==> config.mk <==
export PLATFORM = sky130hd
export DESIGN_NAME = cpu_out_display
export DESIGN_NICKNAME = d
export VERILOG_FILES = /design/src/rtl/aeolus_display_pkg.sv /design/src/rtl/seg7_decoder.sv /design/src/rtl/cpu_out_display.sv
export SDC_FILE = /design/constraint.sdc
export NUM_CORES = 1
export LEC_CHECK = 0
export ABC_AREA = 0
export CAP_MARGIN = 0
export CORE_MARGIN = 1
export CORE_UTILIZATION = 50
export CTS_CLUSTER_SIZE = 16
export DETAILED_ROUTE_END_ITERATION = 10
export PLACE_DENSITY = 0.79
export SLEW_MARGIN = 0
export SYNTH_ARGS = -nofsm -noshare
export SYNTH_HDL_FRONTEND = slang
export SYNTH_SLANG_ARGS = --single-unit
==> constraint.sdc <==
create_clock -name boardCLK -period 2.4 [get_ports boardCLK]
set_clock_uncertainty 0.05 [all_clocks]
set_input_delay 0.48 -clock boardCLK [delete_from_list [all_inputs] [get_ports boardCLK]]
set_output_delay 0.48 -clock boardCLK [all_outputs]
set_load 0.02 [all_outputs]
==> src/rtl/aeolus_display_pkg.sv <==
// Shared constants for the CPU output display: digit count, blank pattern and the
// active-low hex to 7-segment table (bit 0 = a ... bit 6 = g).
package aeolus_display_pkg;

  localparam int DIGITS = 4;
  localparam logic [6:0] SEG_BLANK = 7'h7F;

  typedef logic [1:0] digit_idx_t;

  // Entries packed F..0, so HEX_SEG[n] is the pattern for hex digit n.
  localparam logic [15:0][6:0] HEX_SEG = {
    7'h0E, 7'h06, 7'h21, 7'h46, 7'h03, 7'h08, 7'h10, 7'h00,
    7'h78, 7'h02, 7'h12, 7'h19, 7'h30, 7'h24, 7'h79, 7'h40
  };

endpackage

==> src/rtl/seg7_decoder.sv <==
// Combinational hex digit to active-low 7-segment pattern, driven from the package table.
module seg7_decoder
  import aeolus_display_pkg::*;
(
  input  logic [3:0] hex_i,
  output logic [6:0] seg_o
);

  assign seg_o = HEX_SEG[hex_i];

endmodule

==> src/rtl/cpu_out_display.sv <==
// Captures stable values from the CPU output port, keeps the last four and scans them onto a
// 4-digit multiplexed 7-segment display. Define BLANK_EMPTY_EN to blank digits not yet filled.
module cpu_out_display
  import aeolus_display_pkg::*;
#(
  parameter int REFRESH_DIV   = 50000,
  parameter int STABLE_CYCLES = 2
) (
  input  logic       boardCLK,
  input  logic       resetN,
  input  logic [3:0] cpuOut,
  input  logic       clear,
  output logic [6:0] segments,
  output logic [3:0] anodes,
  output logic       newValue,
  output logic [7:0] captureCount
);

  localparam int DIV_W = (REFRESH_DIV > 1) ? $clog2(REFRESH_DIV) : 1;
  localparam int SC_W  = (STABLE_CYCLES > 1) ? $clog2(STABLE_CYCLES) : 1;

`ifdef BLANK_EMPTY_EN
  localparam logic [6:0] SEG_RESET = SEG_BLANK;
`else
  localparam logic [6:0] SEG_RESET = HEX_SEG[0];
`endif

  logic [3:0]              cand_q, cand_d;
  logic [SC_W-1:0]         stable_q, stable_d;
  logic                    done_q, done_d;
  logic [DIGITS-1:0][3:0]  hist_q, hist_d;
  logic [DIGITS-1:0]       valid_q, valid_d;
  logic [7:0]              count_q, count_d;
  logic                    new_value_q, new_value_d;
  logic [DIV_W-1:0]        div_q, div_d;
  digit_idx_t              idx_q, idx_d;
  logic [3:0]              anodes_q, anodes_d;
  logic [6:0]              segments_q, segments_d;
  logic                    capture, dup, shift, wrap;
  logic [6:0]              dec_seg;

  seg7_decoder u_dec (
    .hex_i (hist_q[idx_q]),
    .seg_o (dec_seg)
  );

  always_comb begin
    cand_d      = cand_q;
    stable_d    = stable_q;
    done_d      = done_q;
    capture     = 1'b0;
    hist_d      = hist_q;
    valid_d     = valid_q;
    count_d     = count_q;

    if (cpuOut != cand_q) begin
      cand_d   = cpuOut;
      stable_d = '0;
      done_d   = 1'b0;
    end else if (stable_q < SC_W'(STABLE_CYCLES - 1)) begin
      stable_d = stable_q + SC_W'(1);
    end else if (!done_q) begin
      done_d  = 1'b1;
      capture = 1'b1;
    end

    // A repeat of the newest entry still completes the capture but leaves history alone.
    dup   = (cand_q == hist_q[0]) && valid_q[0];
    shift = capture && !dup && !clear;

    if (clear) begin
      hist_d  = '0;
      valid_d = '0;
      count_d = '0;
      done_d  = 1'b1;
    end else if (shift) begin
      hist_d  = {hist_q[DIGITS-2:0], cand_q};
      valid_d = {valid_q[DIGITS-2:0], 1'b1};
      if (count_q != 8'hFF) count_d = count_q + 8'd1;
    end
    new_value_d = shift;

    wrap     = (div_q == DIV_W'(REFRESH_DIV - 1));
    div_d    = wrap ? '0 : div_q + DIV_W'(1);
    idx_d    = wrap ? idx_q + 2'd1 : idx_q;
    anodes_d = ~(DIGITS'(1) << idx_q);
`ifdef BLANK_EMPTY_EN
    segments_d = valid_q[idx_q] ? dec_seg : SEG_BLANK;
`else
    segments_d = dec_seg;
`endif
  end

  always_ff @(posedge boardCLK or negedge resetN) begin
    if (!resetN) begin
      cand_q      <= '0;
      stable_q    <= '0;
      done_q      <= 1'b0;
      hist_q      <= '0;
      valid_q     <= '0;
      count_q     <= '0;
      new_value_q <= 1'b0;
      div_q       <= '0;
      idx_q       <= '0;
      anodes_q    <= 4'b1110;
      segments_q  <= SEG_RESET;
    end else begin
      cand_q      <= cand_d;
      stable_q    <= stable_d;
      done_q      <= done_d;
      hist_q      <= hist_d;
      valid_q     <= valid_d;
      count_q     <= count_d;
      new_value_q <= new_value_d;
      div_q       <= div_d;
      idx_q       <= idx_d;
      anodes_q    <= anodes_d;
      segments_q  <= segments_d;
    end
  end

  assign segments     = segments_q;
  assign anodes       = anodes_q;
  assign newValue     = new_value_q;
  assign captureCount = count_q;

endmodule
==> results of run 1 <==
## through the flow
stage,area (um2),instances
after floorplan,2957,261
after global placement,3299,353
after detailed placement,3299,353
after CTS,3460,369
after global routing,3460,369
final,3460,369
## layer usage
metal,up-vias,global-route usage,routed length [um]
met1,979,0.2544,2494
met3,7,0.05632,168
met4,0,0.06545,62
met2,28,0.2774,2274
met5,-,0,0
li1,958,-,-
## power by group
group | total (mW) | switching [mW] | leakage [nW] | internal, mW
clock network | 0.767 | 0.361 | 0.0790 | 0.406
logic | 0.0643 | 0.0419 | 0.744 | 0.0224
registers | 1.04 | 0.00540 | 0.812 | 1.03
## placed cells by master, fill, tap and decap left out, types with 5 or more instances in the layout
cell type | netlist | routed
mux2i_1 | 18 | 18
o21ai_0 | 7 | 7
inv_1 | 14 | 14
nor2b_1 | 5 | 5
nand3_1 | 14 | 14
dfrtp_1 | 57 | 57
nand2_1 | 15 | 15
ha_1 | 12 | 12
clkbuf_1 | 8 | 6
a21oi_1 | 5 | 5
clkbuf_8 | 0 | 10
xor2_1 | 10 | 10
buf_4 | 0 | 6
mux4_2 | 5 | 5
xnor2_1 | 12 | 12
nor2_1 | 32 | 32
clkdlybuf4s50_1 | 0 | 25
## final cells by class
cell class / count / area share
clock buffers: 16 / 0.04629
inverters: 14 / 0.01519
multi-input cells: 173 / 0.3772
flip-flops and latches: 61 / 0.4427
well taps: 72 / 0.02604
repair buffers: 33 / 0.09259
## final timing paths
path	endpoint	slack [ns]	cells past startpoint
max	captureCount[7]$_DFFE_PN0P_	0.13	6
min	captureCount[6]$_DFFE_PN0P_	0.08	1
max reg2reg	captureCount[7]$_DFFE_PN0P_	0.30	5
min reg2reg	div_q[0]$_DFF_PN0_	0.44	1
max in group asynchronous	segments[6]$_DFF_PN1_	1.55	2
min in group boardCLK	div_q[0]$_DFF_PN0_	0.44	1
## state kept, by name (all words and copies together) (netlist names)
register / count
anodes: 4
segments: 7
captureCount: 8
div_q: 16
valid_q: 1
stable_q: 1
hist_q: 16
done_q: 1
idx_q: 2
cand_q: 4
newValue: 1
## logic make-up (layout without fill, tap and decap cells)
family / Yosys count / in the layout / synth area share
AO/OA/AOI/OAI: 24 / 24 / 0.05628
XOR/XNOR: 22 / 22 / 0.06517
adder cells (fa/ha/maj): 12 / 12 / 0.05078
buffers and inverters: 27 / 63 / 0.04062
flip-flops: 61 / 61 / 0.5180
multiplexers: 26 / 26 / 0.1105
AND/OR/NAND/NOR: 89 / 89 / 0.1587
==> impl_metrics.env, run 1 <==
export IMPL_cts_made_buffers=9
export IMPL_cp_max_fo=12
export IMPL_path_buf_inv=1
export IMPL_grt_overflow_total=0
export IMPL_wl_per_cell_um=13.55
export IMPL_grt_max_degree=38
export IMPL_leakagePower_nw=1.636
export IMPL_synth_warnings=0
export IMPL_fin_crit_sh=0.9444
export IMPL_antenna_found_initial=0
export IMPL_multi_input_area_um2=1305
export IMPL_post_cts_repair_setup_buffers=0
export IMPL_core_area_um2=5608
export IMPL_peakVddDrop_mv=0.4264
export IMPL_worst_ep_required_time_ns=2.55
export IMPL_holdWs_ns=0.08063
export IMPL_r2r_start="cand_q[3]$_DFFE_PN0P_"
export IMPL_firstDrtPassIters=4
export IMPL_slowest_stage="clkdlybuf4s50_1"
export IMPL_clkLatencyLatePin_ns=0.33
export IMPL_nFillCells=450
export IMPL_initial_core_util=0.5272
export IMPL_pre_cts_ws_ns=-0.2199
export IMPL_finalCriticalPeriod_ns=2.267
export IMPL_syn_inst=261
export IMPL_n_antenna_cell=0
export IMPL_drv_slew=0
export IMPL_synthTopCellsByArea="dfrtp_1 (48%), mux2i_1 (6.1%), ha_1 (5.1%)"
export IMPL_fin_tns_setup_ns=0
export IMPL_grt_pass1_vias=1958
export IMPL_root_buffer="clkbuf_8"
export IMPL_routed_via_density=5.344
export IMPL_clock_sinks=61
export IMPL_portBuffers=26
export IMPL_crit_path_frequent_cell="nor4_4"
export IMPL_worstSetupStartpointType="input pin"
export IMPL_worst_pin_slew_ns=0.5705
export IMPL_cts_htree_levels=3
export IMPL_register_area_um2=1531
export IMPL_hpwl_mm=3.427
export IMPL_seq_area_frac_synth=0.5180
export IMPL_power_mw=1.872
export IMPL_drt_total_wl_mm=4.999
export IMPL_hold_path_class="input pin to async pin"
export IMPL_grt_pass1_wl_mm=8.838
export IMPL_critPathTopFamily="simple AND/OR/NAND/NOR gates"
export IMPL_status="complete, no violations"
export IMPL_rows=27
export IMPL_die_w_um=78.90
export IMPL_final_core_util=0.6169
export IMPL_cts_max_path_buffers=2
export IMPL_synth_main_ff_cell="dfrtp_1"
export IMPL_synth_nets=280
export IMPL_synth_edf_count=0
export IMPL_die_area_um2=6224
export IMPL_critPathCaptureType="flip-flop"
export IMPL_post_cts_resized=0
export IMPL_ant_nets=0
export IMPL_max_slew_margin=0.6196
export IMPL_dr_total_vias=1972
export IMPL_grtUsageTotal=0.1848
export IMPL_critPathKind="input pin to flip-flop"
export IMPL_synthMostInstantiatedCell="dfrtp_1"
export IMPL_async_flop_share=1.000
export IMPL_routabilityCongestion=0.8097
export IMPL_fmax_ghz=0.4412
export IMPL_ctsHoldBuffers=0
export IMPL_final_layout_size_suffix_gt1_frac=0.1178
export IMPL_cellPowerDensity_nw_per_um2=541.0
export IMPL_critPathMaxStageDelay_ns=0.44
export IMPL_ys_types=39
export IMPL_synth_top_area_frac=0.4824
export IMPL_avgSynthCellArea_um2=11.33
export IMPL_yosys_area_top_type="dfrtp_1"
export IMPL_netlist_area_um2=2957
export IMPL_setup_worst_path_start="cpuOut[3]"
export IMPL_setup_violations=0
export IMPL_maxCapViolCount=0
export IMPL_crit_chain="clkdlybuf4s50_1, xor2_1, nor4_4, o211ai_4, nor4_4, mux2_2"
export IMPL_finalHoldViolations=0
export IMPL_fin_ws_ns=0.1335
export IMPL_synthToLayoutAreaGrowth_pct=17.01
export IMPL_drc=0
export IMPL_cp_arrival_ns=2.42
export IMPL_rsz0062_at_grt="false"
export IMPL_cts_clk_slew_worst_paths_ns=0.07
export IMPL_ys_ff_latch=61
export IMPL_ys_top_cells_by_count="dfrtp_1 (57), nor2_1 (32), mux2i_1 (18)"
export IMPL_final_nets=311
export IMPL_drt_iter0_markers=156
export IMPL_ioPinCount=27
export IMPL_cts_tree="yes"
export IMPL_die_h_um=78.90
Note: power is estimated with default switching activity, not from simulation.
==> inputs of run 2 (changes only) <==
CORE_UTILIZATION = 55   (was 50)
PLACE_DENSITY = 0.85   (was 0.79)
==> run 2 against run 1 <==
Non-clock buffer count increased by 1. First-iteration DRC count decreased by 69%. Final cell count decreased by 0.27%. Design area increased by 1.2%. Power increased by 9.3%. Clock power increased by 23%. Via count increased by 3.2%. Clock-buffer cell count decreased by 4. Sequential power about the same. Critical path depth unchanged. Worst setup slack improved by 0.040 ns. Wire length increased by 6.4%. Critical path type unchanged. Largest cell class unchanged.
==> impl_metrics.env, run 2 (synthesized netlist as in run 1, its figures left out) <==
export IMPL_routabilityCongestion=0.7691
export IMPL_combinationalPowerShare=0.030
export IMPL_antenna_found_initial=0
export IMPL_final_common_cell="dfrtp_1"
export IMPL_portBuffers=26
export IMPL_cts_made_buffers=9
export IMPL_worst_ep_required_time_ns=2.61
export IMPL_final_nets=312
export IMPL_grt_overflow_total=0
export IMPL_drc=0
export IMPL_hold_path_class="input pin to async pin"
export IMPL_wl_per_cell_um=14.45
export IMPL_rsz0062_at_grt="false"
export IMPL_finalHoldViolations=0
export IMPL_setup_violations=0
export IMPL_drt_total_wl_mm=5.319
export IMPL_grtUsageTotal=0.2213
export IMPL_pre_cts_ws_ns=-0.1904
export IMPL_leakagePower_nw=1.668
export IMPL_layoutNonFillerInstCount=368
export IMPL_dr_total_vias=2036
export IMPL_layout_common_cells="dfrtp_1 (57), nor2_1 (32), clkdlybuf4s50_1 (25)"
export IMPL_fin_ws_ns=0.1737
export IMPL_grt_max_degree=62
export IMPL_n_antenna_cell=0
export IMPL_cts_htree_levels=3
export IMPL_post_cts_resized=0
export IMPL_hpwl_mm=3.661
export IMPL_critPathCaptureType="flip-flop"
export IMPL_fin_tns_setup_ns=0
export IMPL_pwr_share_clk=0.461
export IMPL_root_buffer="clkbuf_8"
export IMPL_worstSetupStartpointType="input pin"
export IMPL_cts_tree="yes"
export IMPL_rows=26
export IMPL_place_area_um2=3292
export IMPL_fmax_ghz=0.4492
export IMPL_firstDrtPassIters=5
export IMPL_p_seq_frac=0.509
export IMPL_die_area_um2=5673
export IMPL_maxCapViolCount=0
export IMPL_final_core_util=0.6814
export IMPL_switchingPower_uw=431.6
export IMPL_ctsHoldBuffers=0
export IMPL_peakVddDrop_mv=0.4101
export IMPL_finalCriticalPeriod_ns=2.226
export IMPL_max_slew_margin=0.5024
export IMPL_clkLatencyLatePin_ns=0.34
export IMPL_grt_pass1_vias=2027
export IMPL_nFillCells=387
export IMPL_switching_share=0.2110
export IMPL_ant_nets=0
export IMPL_cts_clk_slew_worst_paths_ns=0.07
export IMPL_ioPinCount=27
export IMPL_core_area_um2=5140
export IMPL_power_mw=2.045
export IMPL_status="complete, no violations"
export IMPL_cellPowerDensity_nw_per_um2=584.1
export IMPL_worst_pin_slew_ns=0.7464
export IMPL_final_layout_size_suffix_gt1_frac=0.1409
export IMPL_holdWs_ns=0.2354
export IMPL_clock_sinks=61
export IMPL_die_h_um=75.32
export IMPL_cp_max_fo=11
export IMPL_post_place_cells=352
export IMPL_design_area_um2=3502
export IMPL_initial_core_util=0.5752
export IMPL_critPathKind="input pin to flip-flop"
export IMPL_cts_max_path_buffers=2
export IMPL_multi_input_area_um2=1305
export IMPL_fin_crit_sh=0.9276
export IMPL_grt_pass1_wl_mm=9.170
export IMPL_routed_via_density=5.533
export IMPL_cp_arrival_ns=2.44
export IMPL_drv_slew=0
export IMPL_synthToLayoutAreaGrowth_pct=18.45
export IMPL_post_cts_repair_setup_buffers=0
export IMPL_internal_power_mw=1.614
export IMPL_rrSetupSlack_ns=0.31
export IMPL_drt_iter0_markers=48
export IMPL_die_w_um=75.32
export IMPL_register_area_um2=1531
-- run 2: per-layer routing --
| metal | global-route usage | vias to the layer above | wire (um) |
|---|---|---|---|
| li1 | - | 966 | - |
| met1 | 0.2997 | 1010 | 2394 |
| met2 | 0.3383 | 45 | 2627 |
| met3 | 0.05820 | 15 | 176 |
| met4 | 0.1008 | 0 | 121 |
| met5 | 0 | - | 0 |
-- run 2: cell type report --
class	count	area share
timing repair buffer	34	0.09003
tap	70	0.02501
clock inverter	4	0.01286
multi-input combinational	173	0.3726
clock buffer	12	0.04716
inverter	14	0.01501
sequential	61	0.4373
-- run 2: power by group through the flow --
stage	Clock, mW	Sequential (mW)	Combinational, mW
after floorplan	0	1.06	0.0274
after CTS	0.961	1.04	0.0642
after detailed placement	0	1.06	0.0638
final	0.944	1.04	0.0615
after global routing	0.998	1.04	0.0691
after global placement	0	1.06	0.0623
-- run 2: critical path, cell delays in order --
cell and delay, ns:
clkdlybuf4s50_1 0.44, xor2_1 0.18, nor4_4 0.41, o211ai_4 0.21
or4_1 0.55, a31oi_1 0.17
-- run 2: worst paths after layout --
path	startpoint	depth (start not counted)	end
setup reg to reg	cand_q[3]$_DFFE_PN0P_	5	captureCount[5]$_DFFE_PN0P_
hold reg to reg	div_q[0]$_DFF_PN0_	1	div_q[0]$_DFF_PN0_
max in group asynchronous	resetN	2	hist_q[6]$_DFFE_PN0P_
setup / recovery	cpuOut[3]	6	captureCount[5]$_DFFE_PN0P_
min in group boardCLK	div_q[0]$_DFF_PN0_	1	div_q[0]$_DFF_PN0_
hold / removal	resetN	2	segments[3]$_DFF_PN0_
==> inputs of run 3 (changes only) <==
CTS_CLUSTER_DIAMETER = 150   (was default)
==> results of run 3 <==
Same layout as run 2: the final DEF is identical, and so are final timing and power.
